**src/rtl/regfile_mp.sv**
```systemverilog
// Multi-read-port register file with async clear, optional write-through bypass and a pending scoreboard.
// Reads and reserveReject are combinational (0 cycles); writes/reserves commit at posedge; no backpressure, rejected reserves are dropped.
module regfile_mp #(
  parameter int WIDTH      = 32,
  parameter int ADDR_WIDTH = 5,
  parameter int NUM_READ   = 2,
  parameter int BYPASS     = 1
) (
  input  logic                           clk,
  input  logic                           reset,
  input  logic                           regWrite,
  input  logic [ADDR_WIDTH-1:0]          writeAddr,
  input  logic [WIDTH-1:0]               writeData,
  input  logic [NUM_READ*ADDR_WIDTH-1:0] readAddr,
  output logic [NUM_READ*WIDTH-1:0]      readData,
  output logic [NUM_READ-1:0]            readPending,
  input  logic                           reserve,
  input  logic [ADDR_WIDTH-1:0]          reserveAddr,
  output logic                           reserveReject,
  output logic [ADDR_WIDTH:0]            pendingCount,
  output logic                           anyPending
);

  localparam int DEPTH = 1 << ADDR_WIDTH;
  localparam logic [ADDR_WIDTH:0] CNT_ONE = {{ADDR_WIDTH{1'b0}}, 1'b1};

  logic [WIDTH-1:0]  mem_q [DEPTH];
  logic [WIDTH-1:0]  mem_d [DEPTH];
  logic [DEPTH-1:0]  pend_q, pend_d;
  logic [ADDR_WIDTH:0] cnt_q, cnt_d;

  logic wr_en;
  logic rsv_en;
  logic same_addr;
  logic cnt_inc;
  logic cnt_dec;

  // A reserve on a pending register is still accepted when the same register
  // is written back this cycle: the write retires the old producer.
  always_comb begin
    same_addr = (writeAddr == reserveAddr);
    wr_en     = regWrite && (writeAddr != '0);
    rsv_en    = reserve && (reserveAddr != '0) &&
                (!pend_q[reserveAddr] || (wr_en && same_addr));
    cnt_inc   = rsv_en && !pend_q[reserveAddr];
    cnt_dec   = wr_en && pend_q[writeAddr] && !(rsv_en && same_addr);
  end

  always_comb begin
    mem_d  = mem_q;
    pend_d = pend_q;
    cnt_d  = cnt_q;
    if (wr_en) begin
      mem_d[writeAddr]  = writeData;
      pend_d[writeAddr] = 1'b0;
    end
    // Reserve applied after the write so a same-address reserve wins.
    if (rsv_en) begin
      pend_d[reserveAddr] = 1'b1;
    end
    if (cnt_inc && !cnt_dec) begin
      cnt_d = cnt_q + CNT_ONE;
    end else if (cnt_dec && !cnt_inc) begin
      cnt_d = cnt_q - CNT_ONE;
    end
  end

  always_ff @(posedge clk or negedge reset) begin
    if (!reset) begin
      for (int i = 0; i < DEPTH; i++) begin
        mem_q[i] <= '0;
      end
      pend_q <= '0;
      cnt_q  <= '0;
    end else begin
      mem_q  <= mem_d;
      pend_q <= pend_d;
      cnt_q  <= cnt_d;
    end
  end

  for (genvar k = 0; k < NUM_READ; k++) begin : g_rd
    logic [ADDR_WIDTH-1:0] addr;
    logic                  hit;
    logic                  zero;

    assign addr = readAddr[k*ADDR_WIDTH +: ADDR_WIDTH];
    assign hit  = (BYPASS != 0) && regWrite && (writeAddr == addr);
    // Outputs are gated by reset so a bypassed write cannot leak while cleared.
    assign zero = !reset || (addr == '0);
    assign readData[k*WIDTH +: WIDTH] = zero ? '0 : (hit ? writeData : mem_q[addr]);
    assign readPending[k] = !zero && pend_q[addr] && !hit;
  end

  assign reserveReject = reset && reserve && (reserveAddr != '0) &&
                         pend_q[reserveAddr] && !(regWrite && same_addr);
  assign pendingCount  = cnt_q;
  assign anyPending    = reset && (cnt_q != '0);

endmodule

```
**config.mk**
```make
export PLATFORM = sky130hd
export DESIGN_NAME = regfile_mp
export DESIGN_NICKNAME = d
export VERILOG_FILES = /design/src/rtl/regfile_mp.sv
export SDC_FILE = /design/constraint.sdc
export NUM_CORES = 2
export LEC_CHECK = 0
export BUFFER_PORTS_ARGS = -buffer_cell sky130_fd_sc_hd__buf_2
export CAP_MARGIN = 20
export CORE_ASPECT_RATIO = 0.5
export CORE_MARGIN = 2
export CORE_UTILIZATION = 35
export CTS_CLUSTER_DIAMETER = 200
export DETAILED_ROUTE_END_ITERATION = 8
export PLACE_DENSITY = 0.62
export SETUP_SLACK_MARGIN = 0.4
export SLEW_MARGIN = 20
export SYNTH_ARGS = -nofsm -noshare
export SYNTH_HDL_FRONTEND = slang
export SYNTH_SLANG_ARGS = --single-unit
```
**constraint.sdc**
```tcl
create_clock -name clk -period 4.8 [get_ports clk]
set_clock_uncertainty 0.1 [all_clocks]
set_input_delay 1.2 -clock clk [delete_from_list [all_inputs] [get_ports clk]]
set_output_delay 1.2 -clock clk [all_outputs]
set_load 0.02 [all_outputs]
```
==> load_flow_metrics.sql <==
INSERT INTO impl_metrics (metric_group, metric, value, unit) VALUES
('global_route', 'grt_pass1_vias', '40900', ''),
('placed_design', 'hpwlAfterDp', '116000', 'µm'),
('power', 'static-leakage-power', '30.8', 'nW'),
('setup_path', 'crit_path_max_fanout', '6', ''),
('final_layout', 'finalInstanceArea', '70800', 'µm²'),
('route', 'drt_iter0_markers', '4185', ''),
('placed_design', 'placed_cells_incl_taps', '6053', ''),
('logic_synthesis', 'cell_area_after_technology_mapping', '58000', 'µm²'),
('final_layout', 'fin_cells', '6453', ''),
('final_layout', 'commonest_cells_after_routing_fill_and_taps_aside', 'sky130_fd_sc_hd__dfrtp_1, sky130_fd_sc_hd__mux2_2, sky130_fd_sc_hd__mux4_2', ''),
('final_layout', 'fillCellCount', '14500', ''),
('clock_tree', 'cts.hold.buffers_added', '0', ''),
('route', 'wire_per_inst', '30.8', 'µm'),
('logic_synthesis', 'netlist_instances', '3923', ''),
('timing', 'max_slew.worst_pin.slew', '0.995', 'ns'),
('logic_synthesis', 'commonest_register_cell_after_synthesis', 'sky130_fd_sc_hd__dfrtp_1', ''),
('global_route', 'antenna_found_initial', '15', ''),
('die', 'starting_density', '0.353', ''),
('die', 'fp.dieArea', '169000', 'µm²'),
('timing', 'clock.fmax', '0.214', 'GHz'),
('route', 'drc_errors', '0', ''),
('final_layout', 'ratio_of_cells_with_drive_above_1_in_the_final_layout', '0.551', ''),
('logic_synthesis', 'synth_enable_flop_cells', '0', ''),
('route', 'route.final.wire_length', '199000', 'µm'),
('clock_tree', 'cts_root_buffer', 'sky130_fd_sc_hd__clkbuf_16', ''),
('die', 'core_area', '164000', 'µm²'),
('logic_synthesis', 'synth.yosys.seq_area_share', '0.458', ''),
('route', 'drt_first_pass_iters', '6', ''),
('timing', 'timing.max_slew.rel_slack', '0.336', ''),
('setup_path', 'critical_setup_path_class', 'in2out', ''),
('placed_design', 'numPortBuffers', '129', ''),
('route', 'num_vias', '40000', ''),
('route', 'drt.antenna.violating_nets', '0', ''),
('timing', 'finalCriticalPeriod', '4.68', 'ns'),
('clock_tree', 'clock_sink_count', '1062', ''),
('power', 'powerDensity', '390', 'nW/µm²'),
('logic_synthesis', 'syn_nets', '3985', ''),
('timing', 'min_period_over_period', '0.975', ''),
('global_route', 'grtUsageTotal', '0.230', ''),
('setup_path', 'worstPathArrival', '3.38', 'ns'),
('die', 'i_o_pin_total', '130', ''),
('placed_design', 'place.gp.congestion', '0.873', ''),
('status', 'outcome', 'finished clean', ''),
('global_route', 'wire_length_of_the_first_global_routing_pass', '288000', 'µm'),
('logic_synthesis', 'post_synth_num_cell_types', '62', ''),
('placed_design', 'placement.cell_area', '62500', 'µm²'),
('logic_synthesis', 'synth.ff_latch_count', '1062', ''),
('global_route', 'grt_overflow_total', '0', ''),
('timing', 'report.final.slew_viol_count', '0', ''),
('timing', 'setup_viol_count_final', '0', ''),
('timing', 'rsz0062_at_grt', 'yes', ''),
('job', 'drv.max_cap_violation_count', '0', ''),
('logic_synthesis', 'asyncSetResetFlopFracSynth', '1.00', ''),
('clock_tree', 'clock_insertion_delay_worst_skew', '0.73', 'ns'),
('setup_path', 'crit_required', '3.50', 'ns'),
('setup_path', 'setup.worst_path.end_class', 'output port', ''),
('power', 'highest_ir_drop_seen_on_vdd', '0.312', 'mV'),
('logic_synthesis', 'yosys_warnings', '0', ''),
('global_route', 'grt_max_degree', '199', ''),
('die', 'floorplan.die.width', '580', 'µm'),
('final_layout', 'area_delta_synth_final', '22.0', '%'),
('worst_hold_path', 'worstHoldPathType', 'in2async', ''),
('setup_path', 'start_kind', 'input pin', ''),
('clock_tree', 'ctsHtreeMaxLevel', '3', ''),
('final_layout', 'final_net_count', '4224', ''),
('timing', 'final-hold-violation-count', '0', ''),
('final_layout', 'layout_commonest_cell', 'sky130_fd_sc_hd__dfrtp_1', ''),
('clock_tree', 'cts.clk_slew.worst_paths', '0.06', 'ns'),
('die', 'floorplan.die.height', '292', 'µm'),
('route', 'avgViaCountPerCell', '6.20', ''),
('clock_tree', 'cts-buffers-inserted', '108', ''),
('clock_tree', 'tritoncts', 'done', ''),
('clock_tree', 'cts.path.max_buffers', '3', ''),
('logic_synthesis', 'synth_area_per_cell', '14.8', 'µm²'),
('die', 'cell_row_count', '105', '');
==> per-stage QoR <==
stage                     TNS (ns)  hold slack (ns)  power (mW)  setup slack (ns)  utilization
final                            0            0.168        27.6             0.119        0.431
after global routing             0            0.132        28.7             0.118        0.431
after CTS                        0            0.118        27.5             0.147        0.424
after detailed placement   -0.0778            0.283        17.9           -0.0346        0.381
after global placement      -0.210            0.276        17.5           -0.0695        0.381
after floorplan                  0            0.341        16.0             0.406            -
==> path summary, 6_finish.rpt <==
| kind | slack, ns | start | to | cells after the start |
|---|---|---|---|---|
| worst max-delay path | 0.12 | readAddr[0] | readData[14] | 10 |
| worst min-delay path | 0.17 | reset | mem_q[772]$_DFFE_PN0P_ | 1 |
| worst max register to register | 1.24 | pend_q[11]$_DFF_PN0_ | pendingCount[5]$_DFFE_PN0P_ | 13 |
| worst min register to register | 0.30 | mem_q[994]$_DFFE_PN0P_ | mem_q[994]$_DFFE_PN0P_ | 0 |
| max in group asynchronous | 1.40 | reset | mem_q[951]$_DFFE_PN0P_ | 4 |
| min in group clk | 0.30 | mem_q[994]$_DFFE_PN0P_ | mem_q[994]$_DFFE_PN0P_ | 0 |
==> synthesized netlist by cell type, types with 6 or more instances <==
library cell,instances,area (µm²)
sky130_fd_sc_hd__a211o_1,31,272
sky130_fd_sc_hd__a21oi_1,59,295
sky130_fd_sc_hd__inv_1,23,86.3
sky130_fd_sc_hd__nand2b_1,8,50.1
sky130_fd_sc_hd__nor3b_1,10,75.1
sky130_fd_sc_hd__nand3_1,9,45.0
sky130_fd_sc_hd__xnor2_1,12,105
sky130_fd_sc_hd__nand2_1,39,146
sky130_fd_sc_hd__buf_2,128,641
sky130_fd_sc_hd__a32o_1,28,280
sky130_fd_sc_hd__o221ai_1,7,61.3
sky130_fd_sc_hd__buf_1,32,120
sky130_fd_sc_hd__mux2_2,963,10800
sky130_fd_sc_hd__buf_6,24,270
sky130_fd_sc_hd__nor2_1,24,90.1
sky130_fd_sc_hd__a221oi_1,121,1060
sky130_fd_sc_hd__a22oi_1,52,390
sky130_fd_sc_hd__clkbuf_1,244,916
sky130_fd_sc_hd__buf_4,24,180
sky130_fd_sc_hd__xor2_1,8,70.1
sky130_fd_sc_hd__nor2b_1,33,206
sky130_fd_sc_hd__dfrtp_1,1062,26600
sky130_fd_sc_hd__a221o_1,36,360
sky130_fd_sc_hd__nor3_1,18,90.1
sky130_fd_sc_hd__mux2_1,29,327
sky130_fd_sc_hd__mux4_2,472,10600
sky130_fd_sc_hd__mux2i_1,277,2770
sky130_fd_sc_hd__and3_1,8,50.1
sky130_fd_sc_hd__o21bai_1,17,128
sky130_fd_sc_hd__o21ai_0,48,240
sky130_fd_sc_hd__a211oi_1,6,45.0
==> where the power goes <==
part	switching [mW]	internal (mW)
Clock	3.87	5.33
Sequential	1.31	10.7
Combinational	2.62	3.77
==> worst max-delay path, stage by stage <==
cell	delay (ns)
sky130_fd_sc_hd__buf_16	0.14
sky130_fd_sc_hd__buf_12	0.15
sky130_fd_sc_hd__buf_16	0.15
sky130_fd_sc_hd__o41ai_4	0.38
sky130_fd_sc_hd__buf_4	0.17
sky130_fd_sc_hd__o21bai_4	0.14
sky130_fd_sc_hd__nor2_4	0.11
sky130_fd_sc_hd__bufbuf_16	0.31
sky130_fd_sc_hd__a221o_1	0.41
sky130_fd_sc_hd__buf_6	0.18
==> layer usage <==
layer,global-route usage,share of wire,up-vias
li1,-,-,15900
met1,0.320,0.42,21700
met2,0.355,0.45,1983
met3,0.0445,0.086,457
met4,0.0926,0.042,6
met5,0,0.00021,-
==> what timing repair did <==
| action | CTS | global route |
|---|---|---|
| pin swaps | 49 | 39 |
| endpoints found under the setup margin | 67 | 66 |
| setup buffers | 100 | 44 |
| gates cloned | 40 | 6 |
| gates resized for setup | 280 | 120 |
==> area by class of cell <==
type / count / area, µm² / share of cell area
inverters: 23 / 91.3 / 0.00129
well taps: 2193 / 2740 / 0.0388
multi-input cells: 2387 / 30000 / 0.424
clock buffers: 158 / 3190 / 0.0451
flip-flops and latches: 1062 / 26600 / 0.376
clock inverters: 46 / 648 / 0.00916
diodes: 4 / 10.0 / 0.000141
repair buffers: 580 / 7490 / 0.106
==> registers in the layout, indices dropped and copies added, names as in the netlist <==
name / count
pend_q: 32
pendingCount: 6
mem_q: 1024
==> logic make-up (layout without fill, tap and decap cells) <==
family / after synthesis / count (layout) / share of synthesized area
other: 0 / 4 / 0
DFF: 1062 / 1062 / 0.458
adders and majority gates: 6 / 6 / 0.00142
AOI/OAI and AO/OA: 441 / 441 / 0.0590
muxes: 1741 / 1741 / 0.424
buffers and inverters: 475 / 807 / 0.0382
and+or+nand+nor: 178 / 179 / 0.0166
xor gates and xnor gates: 20 / 20 / 0.00302
(Power assumes the default switching activity.)
